[src/rtl/cartridge_bus_controller.sv]
// ---------------------------------------------------------------------------
// cartridge_bus_controller
//
// Sequences single read / write / reset-pulse operations on the Game Boy
// cartridge bus with programmable setup, strobe and hold lengths. One request
// is in flight at a time. Every pin-side output comes straight from a flop.
//
// Ports:
//   clock, reset_n              clock, asynchronous active-low reset
//   req_valid / req_ready       host handshake (accept on valid && ready)
//   req_op                      0 read, 1 write, 2 reset pulse, 3 read
//   req_addr, req_wdata         request address and write data
//   resp_valid, resp_rdata      one-cycle completion pulse, read data
//   cart_a_out / cart_a_oe      address pins and their drive enable
//   cart_d_out / cart_d_oe      data pins (out) and their drive enable
//   cart_d_in                   data pins (in)
//   cart_nrd/nwr/ncs/nrst       active-low cartridge strobes
// ---------------------------------------------------------------------------
module cartridge_bus_controller #(
  parameter int SETUP_CYCLES  = 2,
  parameter int STROBE_CYCLES = 4,
  parameter int HOLD_CYCLES   = 2,
  parameter int RESET_CYCLES  = 200
) (
  input  logic        clock,
  input  logic        reset_n,
  input  logic        req_valid,
  output logic        req_ready,
  input  logic [1:0]  req_op,
  input  logic [15:0] req_addr,
  input  logic [7:0]  req_wdata,
  output logic        resp_valid,
  output logic [7:0]  resp_rdata,
  output logic [15:0] cart_a_out,
  output logic        cart_a_oe,
  output logic [7:0]  cart_d_out,
  output logic        cart_d_oe,
  input  logic [7:0]  cart_d_in,
  output logic        cart_nrd,
  output logic        cart_nwr,
  output logic        cart_ncs,
  output logic        cart_nrst
);

  typedef enum logic [2:0] {
    ST_IDLE,
    ST_SETUP,
    ST_STROBE,
    ST_HOLD,
    ST_RST
  } state_t;

  // The counter is loaded with (length - 1) on state entry and the state
  // advances when it reads 0, so each phase lasts exactly its length.
  localparam logic [7:0] SETUP_LD  = 8'(SETUP_CYCLES - 1);
  localparam logic [7:0] STROBE_LD = 8'(STROBE_CYCLES - 1);
  localparam logic [7:0] HOLD_LD   = 8'(HOLD_CYCLES - 1);
  localparam logic [7:0] RST_LD    = 8'(RESET_CYCLES - 1);

  state_t      state_q;
  logic [7:0]  cnt_q;
  logic        is_write_q;
  logic        ready_q;
  logic        resp_valid_q;
  logic [7:0]  rdata_q;
  logic [15:0] a_out_q;
  logic        a_oe_q;
  logic [7:0]  d_out_q;
  logic        d_oe_q;
  logic        nrd_q;
  logic        nwr_q;
  logic        ncs_q;
  logic        nrst_q;

  // External RAM window 0xA000-0xBFFF is the only region selected by nCS.
  logic cs_hit;
  assign cs_hit = (req_addr[15:13] == 3'b101);

  always_ff @(posedge clock or negedge reset_n) begin
    if (!reset_n) begin
      state_q      <= ST_IDLE;
      cnt_q        <= 8'd0;
      is_write_q   <= 1'b0;
      ready_q      <= 1'b0;
      resp_valid_q <= 1'b0;
      rdata_q      <= 8'h00;
      a_out_q      <= 16'h0000;
      a_oe_q       <= 1'b0;
      d_out_q      <= 8'h00;
      d_oe_q       <= 1'b0;
      nrd_q        <= 1'b1;
      nwr_q        <= 1'b1;
      ncs_q        <= 1'b1;
      nrst_q       <= 1'b1;
    end else begin
      resp_valid_q <= 1'b0;
      case (state_q)
        ST_IDLE: begin
          ready_q <= 1'b1;
          // ready_q is only ever high in IDLE, so it doubles as the accept gate
          if (req_valid && ready_q) begin
            ready_q <= 1'b0;
            if (req_op == 2'd2) begin
              state_q <= ST_RST;
              cnt_q   <= RST_LD;
              nrst_q  <= 1'b0;
            end else begin
              state_q    <= ST_SETUP;
              cnt_q      <= SETUP_LD;
              is_write_q <= (req_op == 2'd1);
              a_out_q    <= req_addr;
              a_oe_q     <= 1'b1;
              ncs_q      <= ~cs_hit;
              if (req_op == 2'd1) begin
                d_out_q <= req_wdata;
                d_oe_q  <= 1'b1;
              end else begin
                // Reads assert nRD from the first SETUP cycle onward
                nrd_q  <= 1'b0;
                d_oe_q <= 1'b0;
              end
            end
          end
        end

        ST_SETUP: begin
          if (cnt_q == 8'd0) begin
            state_q <= ST_STROBE;
            cnt_q   <= STROBE_LD;
            if (is_write_q) begin
              nwr_q <= 1'b0;
            end
          end else begin
            cnt_q <= cnt_q - 8'd1;
          end
        end

        ST_STROBE: begin
          if (cnt_q == 8'd0) begin
            state_q <= ST_HOLD;
            cnt_q   <= HOLD_LD;
            nrd_q   <= 1'b1;
            nwr_q   <= 1'b1;
            ncs_q   <= 1'b1;
            // Sample the bus on the edge that closes the strobe
            if (!is_write_q) begin
              rdata_q <= cart_d_in;
            end
          end else begin
            cnt_q <= cnt_q - 8'd1;
          end
        end

        ST_HOLD: begin
          if (cnt_q == 8'd0) begin
            state_q      <= ST_IDLE;
            ready_q      <= 1'b1;
            resp_valid_q <= 1'b1;
            d_oe_q       <= 1'b0;
          end else begin
            cnt_q <= cnt_q - 8'd1;
          end
        end

        ST_RST: begin
          if (cnt_q == 8'd0) begin
            state_q      <= ST_IDLE;
            ready_q      <= 1'b1;
            resp_valid_q <= 1'b1;
            nrst_q       <= 1'b1;
          end else begin
            cnt_q <= cnt_q - 8'd1;
          end
        end

        default: begin
          state_q <= ST_IDLE;
        end
      endcase
    end
  end

  assign req_ready  = ready_q;
  assign resp_valid = resp_valid_q;
  assign resp_rdata = rdata_q;
  assign cart_a_out = a_out_q;
  assign cart_a_oe  = a_oe_q;
  assign cart_d_out = d_out_q;
  assign cart_d_oe  = d_oe_q;
  assign cart_nrd   = nrd_q;
  assign cart_nwr   = nwr_q;
  assign cart_ncs   = ncs_q;
  assign cart_nrst  = nrst_q;

endmodule

[config.mk]
export PLATFORM = sky130hd
export DESIGN_NAME = cartridge_bus_controller
export DESIGN_NICKNAME = d
export VERILOG_FILES = /design/src/rtl/cartridge_bus_controller.sv
export SDC_FILE = /design/constraint.sdc
export NUM_CORES = 1
export LEC_CHECK = 0
export CELL_PAD_IN_SITES_DETAIL_PLACEMENT = 1
export CELL_PAD_IN_SITES_GLOBAL_PLACEMENT = 2
export CORE_MARGIN = 4
export CORE_UTILIZATION = 31
export CTS_CLUSTER_DIAMETER = 100
export CTS_CLUSTER_SIZE = 25
export DETAILED_ROUTE_END_ITERATION = 6
export MAX_ROUTING_LAYER = met4
export PLACE_DENSITY = 0.9
export SKIP_CTS_REPAIR_TIMING = 1
export SYNTH_ARGS = -nofsm -noshare
export SYNTH_HDL_FRONTEND = slang
export SYNTH_SLANG_ARGS = --single-unit
[constraint.sdc]
create_clock -name clock -period 4 [get_ports clock]
set_clock_uncertainty 0.1 [all_clocks]
set_input_delay 0.8 -clock clock [delete_from_list [all_inputs] [get_ports clock]]
set_output_delay 0.8 -clock clock [all_outputs]
set_load 0.02 [all_outputs]
Word-level counts from Yosys, hierarchy flattened

Cells that the tools add are included.
W data, S select, Z words.

Register bits: 52
Latch bits: 0
RAM bits: 0
ROM bits: 0
Input port bits: 37
Output and inout bits: 40
Logic and storage cells: 92
Memories: 0

Add/sub/neg operators: 1
Multiply operators: 0
Div/mod/pow operators: 0
Order comparisons: 0
Equal/unequal tests: 18
Shift-type cells: 0
Mux-type cells: 35
Bitwise logic cells: 3
Reduce and logical (&&, ||, !) cells: 21

Operators by type and width:

| cell                  | number |
|---|---|
| $mux W8               | 5 |
| $pmux W8 S4           | 1 |
| $reduce_and A4 Y1     | 6 |
| $ne A2 B2 Y1 const B  | 10 |
| $mux W1               | 17 |
| $mux W3               | 5 |
| $pmux W1 S2           | 6 |
| $pmux W3 S4           | 1 |
| $reduce_bool A2 Y1    | 5 |
| $reduce_and A3 Y1     | 3 |
| $logic_not A8 Y1      | 1 |
| $sub A8 B1 Y8 const B | 1 |
| $eq A3 B2 Y1 const B  | 2 |
| $eq A3 B3 Y1 const B  | 2 |
| $reduce_and A5 Y1     | 1 |
| $reduce_bool A4 Y1    | 1 |
| $eq A3 B1 Y1 const B  | 1 |
| $logic_not A3 Y1      | 1 |
| $not A1 Y1            | 3 |
| $eq A2 B1 Y1 const B  | 1 |
| $eq A2 B2 Y1 const B  | 1 |
| $ne A2 B1 Y1 const B  | 1 |
| $reduce_and A2 Y1     | 1 |
| $reduce_or A2 Y1      | 1 |
| $logic_and A1 B1 Y1   | 1 |

Longest topological paths before layout

Word-level depth: 5
Mapped depth: 8
Mapped depth without buffers: 7

Worst setup path after synthesis

Ideal clock, no wire load.

Path kind: register to register
From: register cnt_q[4]
To: register cnt_q[7]
Setup time: 118 ps
Arrival: 2106 ps
Required time: 3782 ps
Slack: 1676 ps
Cell stages (with the launch flop): 7
Buffers on the path: 1
Period minus slack after synthesis: 2324 ps
Cells stage by stage: dfrtp_1 > or4_4 > or3_1 > buf_2 > a221o_1 > a21o_1 > a21o_1

Word-level cells in the longest chain between the ends: 3
Elaborated cells between the ends (all ways): 8
Classes of those cells: add/sub (1); eq/ne (1); mux (4); reduce/logical (2)

RTL lines:

| item                                              | RTL line | source |
|---|---|---|
| start: declaration                                | 61       | `logic [7:0] cnt_q;` |
| start signal: assignment                          | 134      | `cnt_q <= cnt_q - 8'd1;` |
| start signal: assignment                          | 150      | `cnt_q <= cnt_q - 8'd1;` |
| start signal: assignment                          | 161      | `cnt_q <= cnt_q - 8'd1;` |
| $sub A8 B1 Y8 or $logic_not A8 Y1 (tied branches) | --       |  |
| $mux W8, or another cell as far along             | 155, 166 |  |
| $pmux W8 S4 or $reduce_and A3 Y1 (tied branches)  | --       |  |

Several ways; a longest one is shown, not always the timed one. The select of a mux whose other input is x is not followed.
A chain may end at the register's enable or synchronous reset.

Worst setup path in the final report

Same ends and word-level chain as after synthesis.

==> impl_metrics.yaml <==
run_status:
  status: "complete, no violations"
sta:
  finalCriticalPeriod_ns: 2.56
  whs_ns: 0.409
  max_freq_mhz: 391
  tightest_slew_ns: 1.01
  setup_tns_ns: 0
  slew_headroom_pct: 32.5
  finalHoldViolations: 0
  min_period_over_period_pct: 63.9
  rsz0062_at_grt: "false"
  finalMaxSlewViolations: 0
  setup_viol: 0
job:
  drv_cap: 0
routing:
  drt_iter0_markers: 81
  vias_per_cell: 5.02
  postRouteAntennaNets: 0
  wirelength_mm: 6.47
  num_vias: 1968
  drc: 0
  wl_per_cell_um: 16.5
  first_pass_iters: 4
clock_network:
  h-tree-depth: 2
  max-clock-path-buffers: 2
  clk_pin_slew_ns: 0.10
  root_buffer: "clkbuf_8"
  cts-buffers-inserted: 5
  cts_num_sinks: 52
  clk_latency_ns: 0.30
  cts_tree: "done"
finish:
  nFillCells: 852
  fin_nets: 328
  multi_input_area_um2: 1060
  utilization_pct: 44.1
  layout-drive-gt1-share_pct: 18.3
  syn_to_final_growth_pct: 39.0
  seqCellArea_um2: 1310
  antennaDiodeCount: 0
worst_setup_path:
  cp-end-kind: "register"
  path_max_fanout: 10
  r2r_cells: 5
  arrival_ns: 2.65
  crit_type: "register to register"
  crit_path_start_kind: "register"
  cp.required_ns: 4.10
die:
  pin_count: 77
  std_cell_rows: 32
  fp.dieH_um: 96.7
  core_um2: 7690
  die_x_um: 96.7
  start_util_pct: 31.8
  dieArea_um2: 9360
placed_design:
  io_buffers: 76
  place.gp.congestion: 0.800
  hpwl_mm: 4.88
grt:
  antenna_found_initial: 0
  grt_util_all_layers_pct: 15.0
  grt_pass1_vias: 2210
  grt_max_degree: 46
  grt_overflow_total: 0
  grt_pass1_wl_mm: 11.3
synth:
  synth.area.top_cells: "dfrtp_1 (49%), mux2_2 (15%), dfstp_2 (4.3%), a21oi_1 (2.5%), nand2_1 (1.8%)"
  synth_top_area_share_pct: 49.2
  synthMostInstantiatedCell: "dfrtp_1"
  synth_edf_count: 0
  synthFlopType: "dfrtp_1"
  ys_ff_latch: 52
  syn_inst: 216
  synth_common_cells: "dfrtp_1 (48), mux2_2 (32), a21oi_1 (12), nand2_1 (12), clkbuf_1 (11)"
  ys_seq_area_share_pct: 53.5
  synth_warnings: 0
  avgSynthCellArea_um2: 11.3
  yosysUniqueCellTypes: 45
  synthArstFlopShare_pct: 100
  syn-num-nets: 255
  yosysTopAreaCell: "dfrtp_1"
  syn_area_um2: 2440
hold_path:
  min_path_type: "register to register"
  hold_path_depth: 1
power:
  leakagePower_uw: 0.00146
  powerDensity_nw_per_um2: 272
  ir_drop_uv: 229
[state kept, by name, indices dropped and copies added (netlist names), 3 cells and up]
name        flops
resp_rdata      8
cnt_q           8
state_q         3
cart_a_out     16
cart_d_out      8
[report_power, final]
part / switching (µW) / internal (µW) / total, µW
Combinational: 26.0 / 41.4 / 67.4
Sequential: 2.07 / 530 / 532
Clock: 181 / 142 / 323
Total: 209 / 713 / 922
[routing by layer]
metal  share of wire, %  vias up  wire [µm]  track usage, %
met1                 44      989       2850            18.4
met2                 50       50       3210            24.8
met4               0.45        0         29            2.92
li1                   -      925          -               -
met5                  0        -          0               -
met3                5.7        4        370            4.18
[stage by stage]
| step | power, µW | worst slack (ns) | cells | cell area [µm²] |
|---|---|---|---|---|
| finish | 922 | 1.44 | 392 | 3390 |
| detailed placement | 611 | 1.18 | 384 | 3300 |
| global placement | 609 | 1.21 | 384 | 3300 |
| floorplan | 554 | 1.68 | 216 | 2440 |
| CTS | 942 | 1.44 | 392 | 3390 |
| global route | 969 | 1.37 | 392 | 3390 |
[layout by cell type (no fill, tap or decap), types with 3 or more instances in the layout]
cell,count
clkdlybuf4s50_1,75
dfrtp_1,48
mux2_2,32
a21oi_1,12
nand2_1,12
nor2_1,9
nor3_1,8
o21ai_0,8
inv_1,6
clkbuf_8,6
nand2b_1,5
nand3_1,5
nor2b_1,4
a21o_1,4
o31ai_1,4
dfstp_2,4
or3_1,3
o211ai_1,3
o21a_1,3
buf_4,3
[final timing paths]
check	startpoint	endpoint	slack (ns)
setup / recovery	cnt_q[4]	cnt_q[7]	1.44
hold / removal	cart_a_oe	cart_a_oe	0.41
setup reg to reg	cnt_q[4]	cnt_q[7]	1.44
hold reg to reg	cart_a_oe	cart_a_oe	0.41
max in group asynchronous	reset_n	cart_a_out[7]	2.52
min in group asynchronous	reset_n	cart_a_out[9]	0.56
[cells by family (layout without fill, tap and decap cells)]
kind of cell    after synthesis  in the layout  share of synthesized area, %
simple gates                 57             57                          12.5
compound gates               51             51                          14.1
fa+ha+maj                     2              2                          1.02
mux                          32             32                          14.8
xor+xnor                      3              3                          1.08
buf+inv                      19             93                          2.97
flops                        52             52                          53.5
[layout make-up]
class / count / area share [%]
tap: 102 / 3.76
multi-input combinational: 145 / 31.3
clock inverter: 2 / 0.406
inverter: 6 / 0.664
sequential: 52 / 38.5
clock buffer: 6 / 2.43
timing repair buffer: 79 / 22.9
[worst max-delay path, cell delays in order (launching register included)]
cell	delay [ns]
dfrtp_1	0.44
or4_4	0.58
or3_1	0.55
a221o_1	0.43
a21o_1	0.17
a21o_1	0.18
No activity file was read; power rests on OpenSTA's default activity.
==> RTL edit 1, RTL diff (same flow settings) <==
Encoding of `state_t`: now one-hot (5 bits for 5 states).
--- a/src/rtl/cartridge_bus_controller.sv
+++ b/src/rtl/cartridge_bus_controller.sv
@@ -42,12 +42,12 @@
   output logic        cart_nrst
 );
 
-  typedef enum logic [2:0] {
-    ST_IDLE,
-    ST_SETUP,
-    ST_STROBE,
-    ST_HOLD,
-    ST_RST
+  typedef enum logic [4:0] {
+    ST_IDLE   = 5'b00001,
+    ST_SETUP  = 5'b00010,
+    ST_STROBE = 5'b00100,
+    ST_HOLD   = 5'b01000,
+    ST_RST    = 5'b10000
   } state_t;
 
   // The counter is loaded with (length - 1) on state entry and the state
Behaviour: no difference found for any inputs over 10 cycles, from zero or initial values and one cycle with reset_n low; not proved beyond that.
==> RTL edit 1 against the original RTL <==
- routed wire length grew 0.84%
- area after synthesis fell by 1.6%
- sequential cell count up 2
- worst setup slack worse by 0.37 ns
- core utilization grew 1.2 points
- sequential share of layout area increased by 1.9 points
- cell area shrank 1.1%
- fmax down 13%
Power is not compared: it rests on default switching activity, and its combinational part moved more than twofold at a synthesized area within 25%.
==> RTL edit 1: results (changes against the original RTL) <==
GRT Total Usage - 15.6% (+0.67 points)
VDD IR max - 0.325 mV
Worst slew pin tran - 1.09 ns (+0.0779 ns)
First-pass GRT wire length - 10.7 mm (-5.3%)
Pre-CTS setup slack - 0.909 ns (-0.269 ns)
Via Count - 1873 (-4.8%)
Met3 Use GR - 7.19% (+3.0 points)
Top cells by area, synth - dfrtp_1 51%, mux2_2 15%, dfstp_2 5.5%, o21ai_0 2.7%, nor2_1 2.3%
DR iter-0 viols - 65 (-20%)
Most frequent cells after synthesis - 49 x dfrtp_1, 32 x mux2_2, 15 x nor2_1, 13 x o21ai_0, 9 x nand2_1
Async SR Flop Fraction - 100% (unchanged)
Skew-Pair Late Insertion Delay - 0.31 ns
Root buffer cell - clkbuf_8
CP Max Fanout - 11 (+1)
End point of the critical path - cnt_q[3]
Final Worst Setup Slack - 1.07 ns (-0.373 ns)
Syn nets - 239 (-6.3%)
Top FF cell, synth - dfrtp_1
Sequential area share after synthesis - 56.5% (+3.0 points)
Reg2reg path depth - 7 (+2)
Syn. warnings - 0 (unchanged)
Grt met1 use - 19.2% (+0.79 points)
Crit path from - cnt_q[1]
Gpl congestion - 0.789 (-1.4%)
Hpwl dp - 4.94 mm (+1.2%)
WL per Instance - 17.3 um (+4.6%)
Met2 Use GR - 23.7% (-1.1 points)
Synth Instances - 200 (-7.4%)
Worst EP arrival - 3.03 ns (+0.38 ns)
Worst hold-check path type - reg -> reg
Clock tree buffer depth - 2 (unchanged)
Status - finished, final reports clean
Vias in the first global route - 2146 (-2.9%)
Layout cells sized above 1 - 19.4% (+1.1 points)
Final #Nets - 317 (-3.4%)
Placed cell count - 370 (-3.6%)
Startpoint Class - flip-flop
Area after DPL - 0.00326 mm^2 (-1.1%)
Largest net degree at the start of global routing - 38 (-17%)
Net Switching - 0.852 mW
H-tree depth - 2 (unchanged)
Synth unique cells - 40 (-11%)
Detailed Routing Iterations Pass 1 - 4 (unchanged)
WL final - 6.52 mm (+0.84%)
Worst r2r src - cnt_q[1]
Total CTS buffers - 5 (unchanged)
P_comb - 1.04 mW
Combinational share of power - 46.3%
Initial antenna violation count - 0 (unchanged)
Clk pwr - 0.334 mW
==> RTL edit 1: cell types whose count changed after synthesis, sizes merged, moves of 4 or more <==
cell    delta
clkbuf     -9
nor2       +7
o21ai      +5
a21oi      -4
a22o       +4
nand3      -4
==> RTL edit 1: logic make-up (layout without fill, tap and decap cells) <==
| family | Yosys count | after routing | synth area share [%] |
|---|---|---|---|
| flip-flops | 54 | 54 | 56.5 |
| AO/OA/AOI/OAI | 44 | 44 | 11.9 |
| multiplexers | 32 | 32 | 15.0 |
| buffers and inverters | 10 | 89 | 1.93 |
| AND/OR/NAND/NOR | 56 | 56 | 12.9 |
| adder cells (fa/ha/maj) | 2 | 2 | 1.04 |
| XOR/XNOR | 2 | 2 | 0.729 |
==> RTL edit 1: how the worst min path moves through the flow <==
stage	depth (start not counted)	slack, ns	end	startpoint
final	1	0.39	cart_nrst	cart_nrst
after CTS	1	0.40	cart_nrst	cart_nrst
after global placement	1	0.35	cart_a_oe	cart_a_oe
after floorplan	1	0.37	cnt_q[7]	cnt_q[7]
after global routing	1	0.41	cart_nrst	cart_nrst
after detailed placement	1	0.37	cart_a_oe	cart_a_oe
==> RTL edit 1: worst max-delay path: stages, from the launching register on <==
cell	delay [ns]
dfrtp_1	0.43
inv_1	0.09
ha_1	0.13
or3b_2	0.48
or2_0	0.36
a31oi_1	0.67
and2b_4	0.31
a32o_1	0.25
==> RTL edit 1: cell type report <==
class	instances	area, um^2
fill	786	4050
sequential	54	1360
multi-input combinational	136	998
timing repair buffer	78	771
tap	99	124
clock buffer	7	86.3
inverter	3	11.3
clock inverter	1	8.76
==> RTL edit 1: metal layers <==
metal,vias up,wire (um),share of wire (%)
met3,4,628,9.6
met1,934,2850,44
met2,63,3010,46
met4,0,36,0.55
met5,-,0,0
li1,872,-,-
==> RTL edit 2, RTL diff (same settings) <==
Without the edit above. The parameter `RESET_CYCLES` goes from 200 to 128.
--- a/src/rtl/cartridge_bus_controller.sv
+++ b/src/rtl/cartridge_bus_controller.sv
@@ -20,7 +20,7 @@
   parameter int SETUP_CYCLES  = 2,
   parameter int STROBE_CYCLES = 4,
   parameter int HOLD_CYCLES   = 2,
-  parameter int RESET_CYCLES  = 200
+  parameter int RESET_CYCLES  = 128
 ) (
   input  logic        clock,
   input  logic        reset_n,
Formal check against the unedited RTL: no difference found for any inputs over 10 cycles, from zero or initial values and one cycle with reset_n low; that may be too few to reach the edited logic, so the function may still have changed.
==> RTL edit 2 against the original RTL <==
- register-to-register slack gained 0.31 ns
- sequential share of layout area grew 0.55 points
- hold slack lost 0.018 ns
- synthesized cell count shrank 6.9%
- area after synthesis shrank 1.1%
- routed wire length shrank 7.2%
- cell area shrank 1.4%
- worst setup slack gained 0.17 ns
- sequential cell count is the same
- critical path type is now in -> reg
- critical endpoint is now cart_d_out[6]
Power is not compared: it rests on default switching activity, and its combinational part moved more than twofold at a synthesized area within 25%.
==> RTL edit 2: results (changes against the original RTL) <==
First-pass GRT wire length - 9.80 mm (-13%)
Layout Cells excl Fill - 377 (-3.8%)
Root buffer cell - clkbuf_8
Placed cell count - 369 (-3.9%)
Most frequent cells after synthesis - 48 x dfrtp_1, 32 x mux2_2, 14 x nor2_1, 14 x o21ai_0, 8 x a21oi_1
WL final - 6.00 mm (-7.2%)
Synthesized area per cell - 12.0 um^2 (+6.3%)
Clk slew on worst S/H paths - 0.10 ns (about the same)
DR iter-0 viols - 55 (-32%)
H-tree depth - 2 (unchanged)
Largest net degree at the start of global routing - 37 (-20%)
Hpwl dp - 4.56 mm (-6.7%)
Status - finished, final reports clean
Fill cells - 820 (-3.8%)
Worst EP arrival - 2.48 ns (-0.17 ns)
Static Leak - 1.38 nW
Syn nets - 240 (-5.9%)
Clock tree buffer depth - 2 (unchanged)
Area after DPL - 0.00326 mm^2 (-1.3%)
Antenna diode count - 0 (unchanged)
Final #Nets - 316 (-3.7%)
VDD IR max - 0.260 mV
Total CTS buffers - 5 (unchanged)
Via Count - 1834 (-6.8%)
Layout cells sized above 1 - 21.6% (+3.3 points)
Syn. warnings - 0 (unchanged)
Vias in the first global route - 2021 (-8.6%)
Top FF cell, synth - dfrtp_1
Top cells by area, synth - dfrtp_1 50%, mux2_2 15%, dfstp_2 4.4%, o21ai_0 2.9%, nor2_1 2.2%
Detailed Routing Iterations Pass 1 - 4 (unchanged)
Async SR Flop Fraction - 100% (unchanged)
Pre-CTS setup slack - 1.27 ns (+0.0975 ns)
Pwr dens - 661 mW/mm^2
Worst hold-check path type - reg -> reg
Synth unique cells - 51 (+13%)
Worst slew pin tran - 0.819 ns (-0.194 ns)
Initial antenna violation count - 0 (unchanged)
CP Max Fanout - 10 (unchanged)
Sequential area share after synthesis - 54.1% (+0.58 points)
Max reg flops - 16 (unchanged)
Skew-Pair Late Insertion Delay - 0.30 ns (about the same)
Port buffer count - 76 (unchanged)
Gpl congestion - 0.750 (-6.2%)
GRT Total Usage - 13.8% (-1.1 points)
-- RTL edit 2: layout make-up --
type | instances | area share, %
Multi-Input combinational cell | 134 | 30.7
Clock buffer | 5 | 2.06
Clock inverter | 3 | 0.636
Sequential cell | 52 | 39.0
Inverter | 5 | 0.561
Tap cell | 99 | 3.70
Timing Repair Buffer | 79 | 23.3
-- RTL edit 2: power breakdown --
part | leakage, nW | switching [mW] | internal [mW]
sequential | 0.626 | 0.145 | 0.730
combinational | 0.708 | 0.498 | 0.536
clock | 0.0445 | 0.177 | 0.125
total | 1.38 | 0.821 | 1.39
-- RTL edit 2: kinds of logic (layout without fill, tap and decap cells) --
logic type,count (synthesis),after routing,share of synthesized area (%)
mux,32,32,14.9
fa+ha+maj,2,2,1.04
flops,52,52,54.1
simple gates,52,52,12.7
buf+inv,15,92,3.68
compound gates,45,45,12.4
xor+xnor,3,3,1.09
-- RTL edit 2: worst paths after layout --
check | startpoint | end | slack, ns | cells past startpoint
setup / recovery | req_valid | cart_d_out[6] | 1.61 | 5
hold / removal | cart_a_oe | cart_a_oe | 0.39 | 1
setup reg to reg | cnt_q[0] | cnt_q[2] | 1.75 | 7
hold reg to reg | cart_a_oe | cart_a_oe | 0.39 | 1
max in group asynchronous | reset_n | cart_nrd | 2.49 | 2
min in group asynchronous | reset_n | req_ready | 0.49 | 1
-- RTL edit 2: worst max-delay path: stages --
cell and delay, ns:
clkdlybuf4s50_1 0.48, nand2_1 0.16, nor3_1 0.25, nand3b_1 0.39, mux2_2 0.40
-- RTL edit 2: routing by layer --
layer  track usage, %  share of wire, %  vias up
met4             2.01              0.87        0
met1             17.4                44      903
li1                 -                 -      868
met2             22.4                49       59
met5                -                 0        -
met3             4.14               6.0        4
